===== src/rtl/dzmcu_oam_dma_pkg.sv =====
// Shared definitions for the dzmcu memory control unit: address map,
// OAM DMA constants and DMA state encodings.
package dzmcu_oam_dma_pkg;

  localparam logic [15:0] HRAM_BASE        = 16'hFF80;
  localparam logic [15:0] HRAM_LIMIT       = 16'hFFFE;
  localparam logic [15:0] DMA_REG_ADDR     = 16'hFF46;
  localparam logic [15:0] OAM_BASE_DEFAULT = 16'hFE00;
  localparam int unsigned DMA_LEN_DEFAULT  = 160;
  localparam int unsigned HRAM_DEPTH       = 127;
  localparam int unsigned HRAM_AW          = 7;

  typedef enum logic [1:0] {
    DMA_IDLE = 2'd0,
    DMA_RD   = 2'd1,
    DMA_WR   = 2'd2
  } dma_state_e;

  // True when the address falls inside high RAM.
  function automatic logic is_hram(input logic [15:0] addr);
    return (addr >= HRAM_BASE) && (addr <= HRAM_LIMIT);
  endfunction

endpackage


===== src/rtl/dzmcu_oam_dma_hram.sv =====
// High RAM: 127x8 register file, one combinational read port and one
// synchronous write port. Contents are not reset.
//   clk   - write clock
//   we    - write enable
//   waddr - write index (0..126)
//   wdata - write data
//   raddr - read index (0..126)
//   rdata - combinational read data
module dzmcu_oam_dma_hram
  import dzmcu_oam_dma_pkg::*;
(
  input  logic               clk,
  input  logic               we,
  input  logic [HRAM_AW-1:0] waddr,
  input  logic [7:0]         wdata,
  input  logic [HRAM_AW-1:0] raddr,
  output logic [7:0]         rdata
);

  logic [7:0] mem [HRAM_DEPTH];

  // Index 127 (FFFF) is never decoded as HRAM; guard it anyway.
  always_ff @(posedge clk) begin
    if (we && (waddr < HRAM_AW'(HRAM_DEPTH))) begin
      mem[waddr] <= wdata;
    end
  end

  assign rdata = (raddr < HRAM_AW'(HRAM_DEPTH)) ? mem[raddr] : 8'hFF;

endmodule


===== src/rtl/dzmcu_oam_dma.sv =====
// Memory control unit downstream of the dzcpu memory port. Decodes CPU
// accesses, serves HRAM and the DMA register locally, forwards the rest to
// the external memory port, and runs the 160-byte OAM DMA engine.
//   iClock/iReset        - clock, async active-low reset
//   iCpuAddr/Data/We     - CPU access; oCpuData is combinational read data
//   oMemAddr/Data/We     - external memory port (owned by DMA while busy)
//   iMemData             - external memory async read data
//   oDmaBusy             - DMA transfer in progress
module dzmcu_oam_dma
  import dzmcu_oam_dma_pkg::*;
#(
  parameter int unsigned DMA_LEN  = DMA_LEN_DEFAULT,
  parameter logic [15:0] OAM_BASE = OAM_BASE_DEFAULT
) (
  input  logic        iClock,
  input  logic        iReset,
  input  logic [15:0] iCpuAddr,
  input  logic [7:0]  iCpuData,
  input  logic        iCpuWe,
  output logic [7:0]  oCpuData,
  output logic [15:0] oMemAddr,
  output logic [7:0]  oMemData,
  output logic        oMemWe,
  input  logic [7:0]  iMemData,
  output logic        oDmaBusy
);

  dma_state_e state;
  logic [7:0] idx;
  logic [7:0] rDmaPage;
  logic [7:0] rDmaByte;

  logic       hit_hram_c;
  logic       hit_dma_c;
  logic       hit_ext_c;
  logic       dma_start_c;
  logic [7:0] hram_rdata;

  // Address decode.
  assign hit_hram_c  = is_hram(iCpuAddr);
  assign hit_dma_c   = (iCpuAddr == DMA_REG_ADDR);
  assign hit_ext_c   = !hit_hram_c && !hit_dma_c;
  assign dma_start_c = iCpuWe && hit_dma_c;
  assign oDmaBusy    = (state != DMA_IDLE);

  dzmcu_oam_dma_hram u_hram (
    .clk   (iClock),
    .we    (iReset && iCpuWe && hit_hram_c),
    .waddr (iCpuAddr[HRAM_AW-1:0]),
    .wdata (iCpuData),
    .raddr (iCpuAddr[HRAM_AW-1:0]),
    .rdata (hram_rdata)
  );

  // DMA engine; a DMA register write (re)starts from byte 0 in any state.
  always_ff @(posedge iClock or negedge iReset) begin
    if (!iReset) begin
      state    <= DMA_IDLE;
      idx      <= 8'd0;
      rDmaPage <= 8'd0;
      rDmaByte <= 8'd0;
    end else begin
      case (state)
        DMA_RD: begin
          rDmaByte <= iMemData;
          state    <= DMA_WR;
        end
        DMA_WR: begin
          if (idx == 8'(DMA_LEN - 1)) begin
            state <= DMA_IDLE;
          end else begin
            idx   <= idx + 8'd1;
            state <= DMA_RD;
          end
        end
        default: state <= DMA_IDLE;
      endcase
      if (dma_start_c) begin
        rDmaPage <= iCpuData;
        idx      <= 8'd0;
        state    <= DMA_RD;
      end
    end
  end

  // External port mux: CPU passthrough when idle, DMA owns it when busy.
  always_comb begin
    oMemAddr = iCpuAddr;
    oMemData = iCpuData;
    oMemWe   = iReset && iCpuWe && hit_ext_c;
    case (state)
      DMA_RD: begin
        oMemAddr = {rDmaPage, idx};
        oMemWe   = 1'b0;
      end
      DMA_WR: begin
        oMemAddr = OAM_BASE + 16'(idx);
        oMemData = rDmaByte;
        oMemWe   = iReset;
      end
      default: ;
    endcase
  end

  // CPU read mux; external reads float high while DMA is busy.
  always_comb begin
    oCpuData = oDmaBusy ? 8'hFF : iMemData;
    if (hit_hram_c) begin
      oCpuData = hram_rdata;
    end else if (hit_dma_c) begin
      oCpuData = rDmaPage;
    end
  end

endmodule


===== config.mk =====
export PLATFORM = sky130hd
export DESIGN_NAME = dzmcu_oam_dma
export DESIGN_NICKNAME = d
export VERILOG_FILES = /design/src/rtl/dzmcu_oam_dma_pkg.sv /design/src/rtl/dzmcu_oam_dma_hram.sv /design/src/rtl/dzmcu_oam_dma.sv
export SDC_FILE = /design/constraint.sdc
export NUM_CORES = 1
export LEC_CHECK = 0
export ABC_AREA = 1
export ABC_CLOCK_PERIOD_IN_PS = 1700
export CORE_ASPECT_RATIO = 2
export CORE_UTILIZATION = 30
export DETAILED_ROUTE_END_ITERATION = 10
export PLACE_DENSITY = 0.55
export SKIP_LAST_GASP = 1
export SYNTH_ARGS = -nofsm -noshare
export SYNTH_HDL_FRONTEND = slang
export SYNTH_HIERARCHICAL = 1
export SYNTH_SLANG_ARGS = --single-unit

===== constraint.sdc =====
create_clock -name iClock -period 1.7 [get_ports iClock]
set_clock_uncertainty 0.05 [all_clocks]
set_input_delay 0.17 -clock iClock [delete_from_list [all_inputs] [get_ports iClock]]
set_output_delay 0.17 -clock iClock [all_outputs]
set_load 0.02 [all_outputs]

==> run metrics <==
status finished, violations left; failing checks setup timing; sw frac 24.12%; Slew Limit Fails 0; met1 GRT Util 18.93%; Crit. End Element output pin; Clk network pwr share 37.5%; floorplan row count 198; latest clock arrival within the worst-skew pair 670 ps; Peak VDD IR 1.062 mV; synthesized area 0.04401 mm2; vias in the first global route 31.22k; number of synthesized flops with an enable pin 1016; worst hold path class in2async; GR peak layer met2; min setup slack post-route -968.3 ps; Slew headroom 26.29%; Total Die Area 0.1483 mm2; net load switching power 12.90 mW; fin crit share 157.0%; combinational power share 9.4%; IO Count 69; I/O Buffers 68; GR Util met2 35.95%; drt drc 0; Placer Congestion 0.8790; final WL 144500 um; Vias 30.93k; Hold Fails Final Rpt 0; dominant cell by count in the synthesized netlist nand2_1; Synth Area in Compound Gates 3.915%; worst hold slack 26.75 ps; fraction of final layout cells sized beyond drive strength 1 21.52%; synth top area cells edfxtp_1 69%, nand2_1 12%, nand3_1 4.7%, nor2_1 3.7%, o21ai_0 1.8%; Synth Area in Adders 0.1422%; critical path startpoint category flop; first-pass GRT wire length 206300 um; Fmax achieved 0.3748 GHz; Synth cell types 36; required time of the critical path 1480 ps; WP data arrival 2450 ps; DP HPWL 95200 um; setup tns final -42850 ps; Iteration-0 DRC Markers 2144; post-synthesis simple-gate area fraction 20.76%; initial antenna violation count 1; GRT Util Overall 19.09%; clk slew on worst S/H paths 70 ps; Synth Register Bits 1042; GRT Residual Overflow 0; effective utilization at floorplan 30.26%; CTS tree done; Area Growth Syn to Fin 26.30%; pwr dens 962.7 mW/mm2; syn avg cell area 10.87 um2; average wire per standard cell 22.65 um; CP max FO 1; DR pass1 iterations 5; post-synthesis mux area share 0.2047%; Die H 543.6 um; Internal Power 40.60 mW; area of the core 0.1454 mm2; largest family of logic cells by synthesized area simple AND/OR/NAND/NOR gates; sequential power share 53.1%; XOR/XNOR share of the synthesized area 0%; Clock Path Buffers 3; H-Tree Depth 3; most common flop cell mapped by yosys edfxtp_1; post-layout net count 4455; Slew @ Worst Pin 1106 ps; asr flop ratio synth 2.495%; Final Critical Period 2668 ps; Setup CP Type reg2out; RSZ-0062 raised after global routing true; post-synth top area cell edfxtp_1; Register-to-Register Path Depth 10; Detail Route Antenna Nets 0; largest net degree at the start of global routing 128; vias per inst 4.847; commonest cells in the synthesized netlist 1351 x nand2_1, 1016 x edfxtp_1, 434 x nor2_1, 416 x nand3_1, 200 x inv_1; met3 usage 1.910%; final setup fails 678; cts bufs inserted 83; synthesized instance count 4048; LEAKAGE 20.66 nW; Root Buffer clkbuf_16; Die W 272.8 um; Synth top area share 69.33%; syn_nets 4088; Sinks on Clock Net 1042; Seq/Total Area, Yosys 70.81%; Max-Cap Viols 0; synth warn 6
metrics by stage:
stage	cell area (um2)	instances	power, mW	util (%)	setup WS, ps
after floorplan	44720	4048	30.99	-	-250.2
after global placement	50710	6176	33.54	34.87	-2011
after detailed placement	50710	6176	33.58	34.87	-1955
after CTS	54640	6359	53.68	37.58	-1034
after global routing	55580	6380	54.99	38.22	-1039
final	55580	6380	53.50	38.22	-968.3
flip-flops by register name, summed over array words and instances, names as in the netlist:
| register | count |
|---|---|
| rDmaByte | 8 |
| idx | 8 |
| rDmaPage | 8 |
| u_hram/mem | 1016 |
| state | 2 |
layer usage:
layer / routed length (um) / vias to the layer above / part of all wire (%)
met1: 49080 / 15232 / 34
met5: 0 / - / 0
li1: - / 14465 / -
met3: 4903 / 367 / 3.4
met2: 77990 / 861 / 54
met4: 12530 / 0 / 8.7
worst paths after layout:
path / start / to / slack (ps)
min in group iClock: iCpuData[6] / rDmaPage[6] / 50
max in group asynchronous: iReset / idx[5] / 1260
worst max register to register: state[0] / state[0] / -20
worst min register to register: rDmaPage[5] / rDmaPage[5] / 440
worst max-delay path: u_hram/mem[102][7] / oCpuData[7] / -970
worst min-delay path: iReset / rDmaByte[5] / 30
layout by cell type (no fill, tap or decap), types with 11 or more instances in the layout:
cell type,synthesis,final
inv_2,11,19
nand2_1,1351,1264
clkbuf_1,51,15
a21oi_1,91,68
nand3_4,2,16
clkinv_1,3,22
o21ai_2,8,22
nor2_2,3,19
clkbuf_16,0,88
buf_4,11,273
edfxtp_1,1016,1016
o211ai_1,30,30
dfrtp_1,26,26
nand3_1,416,356
buf_6,3,70
nand4_1,15,15
nand2_4,1,21
nand2_2,6,72
o21ai_0,156,120
clkdlybuf4s50_1,0,11
buf_12,0,108
inv_1,200,186
nor2_4,3,106
nor2_1,434,315
a21oi_2,0,19
nand3_2,1,47
o21ai_1,4,22
critical path: stages, from the launching register on:
cell and delay [ps]:
edfxtp_1 370, inv_1 70, nand2_1 60, nand3_2 100, nand3_4 100, nand2_2 70
nand2_2 70, nand3_4 120, nand2_4 70, a21oi_4 280, nand3_4 160, nand2_4 130
nand2_2 60, buf_6 130
logic make-up after synthesis:
| kind of cell | count (synthesis) |
|---|---|
| mux | 8 |
| fa+ha+maj | 5 |
| simple gates | 2250 |
| flops | 1042 |
| buf+inv | 429 |
| compound gates | 314 |
power groups by stage:
stage               Clock [mW]  Combinational (mW)  Sequential [mW]
floorplan                    0                2.03             29.0
global placement             0                4.57             29.0
detailed placement           0                4.60             29.0
CTS                       20.4                4.88             28.4
global route              21.2                5.35             28.4
finish                    20.1                5.03             28.4
cell type report:
cell class / count / area, um2
antenna: 1 / 2.502
clock buffer: 98 / 2133
clock inverter: 51 / 581.8
fill: 13879 / 89840
inverter: 214 / 835.8
multi-input combinational: 2577 / 12870
sequential: 1042 / 31160
tap: 1900 / 2377
timing repair buffer: 497 / 5622
repair_timing:
action / CTS / global route
endpoints found under the setup margin: 1050 / 1050
hold endpoints to repair: 13 / 0
hold buffers: 6 / 0
buffers inserted: 27 / 20
pin swaps: 96 / 89
resized for setup: 470 / 197
gates cloned: 3 / 5
Note: power is estimated with default switching activity, not from simulation.
